`src/rtl/store_queue.sv`:
```
// store_queue: byte-masked circular store FIFO with youngest-first per-byte load forwarding and a ready/valid commit port
module store_queue #(
  parameter int N_LINES = 4,
  parameter int VA_WIDTH = 32,
  parameter int REG_WIDTH = 32
) (
  input  logic                   clk,
  input  logic                   rst,
  input  logic                   i_is_store,
  input  logic                   i_is_load,
  input  logic [1:0]             i_size,
  input  logic [VA_WIDTH-1:0]    i_addr,
  input  logic [REG_WIDTH-1:0]   i_write_data,
  output logic                   o_hit,
  output logic [REG_WIDTH-1:0]   o_read_data,
  output logic                   o_stall,
  output logic                   o_exeption,
  output logic                   o_commit_valid,
  output logic [VA_WIDTH-1:0]    o_commit_addr,
  output logic [REG_WIDTH-1:0]   o_commit_data,
  output logic [REG_WIDTH/8-1:0] o_commit_mask,
  input  logic                   i_commit_ready,
  output logic                   o_empty
);
  localparam int N_BYTES = REG_WIDTH / 8;
  localparam int OFF_WIDTH = $clog2(N_BYTES);
  localparam int PW = $clog2(N_LINES);
  localparam int CW = $clog2(N_LINES + 1);
  logic [VA_WIDTH-1:0] addr_q [N_LINES];
  logic [REG_WIDTH-1:0] data_q [N_LINES];
  logic [N_BYTES-1:0] mask_q [N_LINES];
  logic [PW-1:0] head, tail;
  logic [CW-1:0] count;
  logic [OFF_WIDTH-1:0] off;
  logic [VA_WIDTH-1:0] word_addr;
  logic [N_BYTES-1:0] sz_mask, req_mask, fwd_mask, covered;
  logic [REG_WIDTH-1:0] fwd_data, lane_bits, st_data;
  logic misaligned, oversize, exc, full, pop, push, lookup, partial;
  assign off = i_addr[OFF_WIDTH-1:0];
  assign word_addr = {i_addr[VA_WIDTH-1:OFF_WIDTH], OFF_WIDTH'(0)};
  assign sz_mask = i_size == 2'd0 ? N_BYTES'(1) : i_size == 2'd1 ? N_BYTES'(3) : N_BYTES'(15);
  assign req_mask = sz_mask << off;
  assign misaligned = |(i_addr & ((VA_WIDTH'(1) << i_size) - VA_WIDTH'(1)));
  assign oversize = (32'd1 << i_size) > 32'(N_BYTES);
  assign exc = (i_is_store | i_is_load) & (i_size == 2'd3 | misaligned | oversize | (i_is_store & i_is_load));
  assign full = count == CW'(N_LINES);
  assign o_empty = count == '0;
  assign o_commit_valid = !o_empty;
  assign pop = o_commit_valid & i_commit_ready;
  assign push = i_is_store & !exc & (!full | pop);
  assign lookup = i_is_load & !exc;
  // Walk oldest to youngest so younger covering entries overwrite older bytes
  always_comb begin
    fwd_mask = '0;
    fwd_data = '0;
    lane_bits = '0;
    for (int b = 0; b < N_BYTES; b++) lane_bits[8*b+:8] = {8{req_mask[b]}};
    for (int k = 0; k < N_LINES; k++) begin
      if (CW'(k) < count && addr_q[head + PW'(k)] == word_addr) begin
        fwd_mask = fwd_mask | mask_q[head + PW'(k)];
        for (int b = 0; b < N_BYTES; b++)
          if (mask_q[head + PW'(k)][b]) fwd_data[8*b+:8] = data_q[head + PW'(k)][8*b+:8];
      end
    end
  end
  assign covered = req_mask & fwd_mask;
  assign o_hit = lookup & (covered == req_mask);
  assign partial = lookup & (covered != '0) & (covered != req_mask);
  assign o_read_data = o_hit ? (fwd_data & lane_bits) >> {off, 3'b000} : '0;
  assign o_stall = (i_is_store & !exc & full & !pop) | partial;
  assign o_exeption = exc;
  assign st_data = (i_write_data << {off, 3'b000}) & lane_bits;
  assign o_commit_addr = o_commit_valid ? addr_q[head] : '0;
  assign o_commit_data = o_commit_valid ? data_q[head] : '0;
  assign o_commit_mask = o_commit_valid ? mask_q[head] : '0;
  always_ff @(posedge clk) begin
    if (rst) begin
      head <= '0;
      tail <= '0;
      count <= '0;
    end else begin
      if (push) begin
        addr_q[tail] <= word_addr;
        data_q[tail] <= st_data;
        mask_q[tail] <= req_mask;
        tail <= tail + PW'(1);
      end
      if (pop) head <= head + PW'(1);
      count <= count + CW'(push) - CW'(pop);
    end
  end
endmodule

```
`config.mk`:
```
export PLATFORM = sky130hd
export DESIGN_NAME = store_queue
export DESIGN_NICKNAME = d
export VERILOG_FILES = /design/src/rtl/store_queue.sv
export SDC_FILE = /design/constraint.sdc
export NUM_CORES = 1
export LEC_CHECK = 0
export BUFFER_PORTS_ARGS = -buffer_cell sky130_fd_sc_hd__buf_2
export CORE_MARGIN = 4
export CORE_UTILIZATION = 65
export CTS_BUF_LIST = sky130_fd_sc_hd__clkbuf_4
export CTS_CLUSTER_DIAMETER = 200
export DETAILED_ROUTE_END_ITERATION = 7
export PLACE_DENSITY = 0.87
export SLEW_MARGIN = 5
export SYNTH_ARGS = -nofsm -noshare
export SYNTH_HDL_FRONTEND = slang
export SYNTH_SLANG_ARGS = --single-unit
```
`constraint.sdc`:
```
create_clock -name clk -period 10.2 [get_ports clk]
set_input_delay 0 -clock clk [delete_from_list [all_inputs] [get_ports clk]]
set_output_delay 0 -clock clk [all_outputs]
set_load 0.02 [all_outputs]
```
==> results.py <==
metrics = {
    "status": {
        "outcome": "finished, final reports clean",
    },
    "drt": {
        "ant_nets": 0,
        "dr.max_layer_used": "met5",
        "routed_wl_um": 75180,
        "vias_per_cell": 7.617,
        "drc": 0,
        "firstDrtPassIters": 7,
        "vias": 18790,
        "dr_wl_met2_um": 32760,
        "wl_per_cell_um": 30.47,
        "wl_met1_um": 27140,
        "wl_met3_um": 12160,
        "drt_iter0_drc": 3494,
    },
    "critical_path": {
        "ff2ff_path_depth": 8,
        "cp.arrival_ns": 7.34,
        "worst_path_max_delay_cell": "a2111oi_0",
        "r2r-start": "count[2]",
        "crit_chain": "buf_4, nand2b_1, o32ai_1, or3_1, or4_1, or4_1, nand4b_1, a21boi_1, a2111oi_0, a211oi_1, a311oi_1, buf_2",
        "startpoint_type": "flop",
        "critPathMaxStageDelay_ns": 1.10,
        "worstPathRequired_ns": 10.20,
        "cp_max_fo": 70,
        "crit_path_end_kind": "output pin",
        "critical_path_class": "flop to output pin",
        "critPathMostFrequentCell": "or4_1",
        "crit_path_start": "head[1]",
        "r2r-end": "count[2]",
        "r2r_slack_ns": 7.16,
    },
    "sta": {
        "holdWs_ns": 0.07643,
        "drv_slew": 0,
        "min_period_ns": 7.338,
        "setup_tns_ns": 0,
        "fmax_mhz": 136.3,
        "finalCritPeriodShare": 0.7194,
        "hold_viol": 0,
        "setup_viol": 0,
        "tightest_slew_ns": 1.326,
        "slew_headroom": 0.1133,
        "rsz0062_at_grt": "no",
        "clock_skew_ns": 0.05758,
    },
    "synthesis": {
        "avgSynthCellArea_um2": 11.45,
        "synth_area_leaders": "edfxtp_1 (38%), mux4_2 (15%), mux2i_1 (7.1%)",
        "ys_seq_elements": 273,
        "yosys_warnings": 0,
        "synth_area_mm2": 0.02096,
        "ys.flop_type": "edfxtp_1",
        "yosysTopAreaCell": "edfxtp_1",
        "synthArstFlopShare": 0,
        "synth_cells": 1831,
        "synth_cell_types": 95,
        "ys_seq_area_frac": 0.3868,
        "synth_top_area_share": 0.3782,
        "synth_edf_count": 264,
    },
    "global_route": {
        "grt_max_degree": 75,
        "track_usage": 0.4175,
        "overflow": 0,
        "grt_pass1_wl_um": 112000,
        "antenna_found_initial": 3,
        "grt_pass1_vias": 17840,
    },
    "floorplan": {
        "pin_count": 176,
        "rows": 65,
        "dieArea_mm2": 0.03518,
        "coreArea_mm2": 0.03172,
        "start_util": 0.6609,
        "die_x_um": 187.6,
        "die_height_um": 187.6,
    },
    "clock_network": {
        "clockRootBuffer": "clkbuf_4",
        "htree_levels": 3,
        "clock-sinks": 273,
        "clockBufferDepth": 3,
        "cts_tree": "done",
        "numCtsBuffers": 76,
        "post-cts-setup-buffers": 0,
        "clk_latency_ns": 0.82,
        "clk_pin_slew_worst_paths_ns": 0.07,
    },
    "power_and_ir_drop": {
        "ir_worst_vdd_v": 0.0002291,
        "power_density_mw_per_mm2": 201.7,
        "power.leakage_uw": 0.007695,
    },
    "finish": {
        "most-common-layout-cells": "edfxtp_1 (264), buf_2 (173), mux2i_1 (149), mux4_2 (138), nor2_1 (135)",
        "fin_nets": 2088,
        "fillCellCount": 2116,
        "drive_gt1_frac": 0.2745,
        "layout_commonest_cell": "edfxtp_1",
        "synthToLayoutAreaGrowth_pct": 11.32,
    },
    "worst_hold_path": {
        "whs_path_depth": 3,
        "hp-class": "input port to flop",
        "whs_endpoint": "tail[1]",
        "min-delay-start": "rst",
    },
    "place": {
        "gp_congestion": 1.047,
        "port-buffer-count": 173,
        "dpl.hpwl_um": 51430,
    },
    "job": {
        "cap_violations": 0,
    },
}
report_power, final:
part           internal, uW  switching (uW)  total (uW)
combinational           932            1370        2300
sequential             1250             115        1370
clock                   521             516        1040
total                  2700            2000        4710
logic make-up (layout without fill, tap and decap cells):
| kind of cell | count (synthesis) | count (layout) | synth area share |
|---|---|---|---|
| buffers and inverters | 194 | 424 | 0.04441 |
| and+or+nand+nor | 576 | 576 | 0.1550 |
| adders and majority gates | 12 | 12 | 0.007521 |
| DFF | 273 | 273 | 0.3868 |
| muxes | 351 | 351 | 0.2539 |
| xor gates and xnor gates | 86 | 86 | 0.03593 |
| AOI/OAI and AO/OA | 338 | 338 | 0.1163 |
| other | 1 | 5 | 0.0001789 |
cell usage after synthesis, drive strengths merged (15+ instances only):
master / count
nor2b: 22
a211oi: 66
o21ai: 36
mux2i: 150
mux4: 138
nor2: 135
mux2: 63
nand4: 34
a2111oi: 16
nor3: 53
o22ai: 27
nand2b: 21
nor4: 35
clkbuf: 80
and2: 79
nand3: 52
nand2: 65
a21oi: 62
and3: 15
buf: 83
xnor2: 76
inv: 30
edfxtp: 264
worst max-delay path by stage:
stage | endpoint | slack [ns]
after floorplan | o_read_data[11] | 5.89
after global placement | o_read_data[2] | 4.15
after detailed placement | o_read_data[2] | 4.03
after CTS | o_read_data[2] | 3.22
after global routing | o_read_data[2] | 2.76
final | o_read_data[2] | 2.86
area by class of cell:
type | count | area (um^2) | share of cell area
diodes | 3 | 7.507 | 0.0003217
clock buffers | 110 | 825.8 | 0.03539
clock inverters | 25 | 128.9 | 0.005523
inverters | 31 | 116.4 | 0.004987
multi-input cells | 1365 | 11950 | 0.5121
flip-flops and latches | 273 | 8123 | 0.3481
well taps | 402 | 503.0 | 0.02156
repair buffers | 258 | 1679 | 0.07196
state kept, by name, indices dropped and copies added (netlist names), named ones only:
signal / count
addr_q: 120
count: 3
data_q: 128
head: 2
mask_q: 16
tail: 2
stage by stage:
stage	worst slack, ns	cells	area, um^2	total power (uW)	utilization
6_report	2.862	2467	23330	4706	0.7357
5_1_grt	2.759	2467	23330	4884	0.7357
4_1_cts	3.225	2464	23330	4634	0.7354
3_5_place_dp	4.035	2264	21720	3592	0.6848
3_3_place_gp	4.153	2264	21720	3562	0.6848
2_1_floorplan	5.894	1832	20970	3026	-
timing repair:
item,in CTS,in global routing
resized for setup,0,0
endpoints found under the hold margin,254,0
hold buffers,65,0
metal layers:
| metal | vias to the layer above | global-route usage |
|---|---|---|
| met5 | - | 0 |
| met3 | 283 | 0.1284 |
| li1 | 7683 | - |
| met2 | 1815 | 0.6089 |
| met1 | 9008 | 0.5984 |
| met4 | 2 | 0.1505 |
worst max-delay path: cells and delay by family, from the launching register on:
family | cells | cell delay (ns)
buffers and inverters | 2 | 1.01
DFF | 1 | 0.83
and+or+nand+nor | 5 | 2.54
AOI/OAI and AO/OA | 5 | 2.13
(Power assumes the default switching activity.)
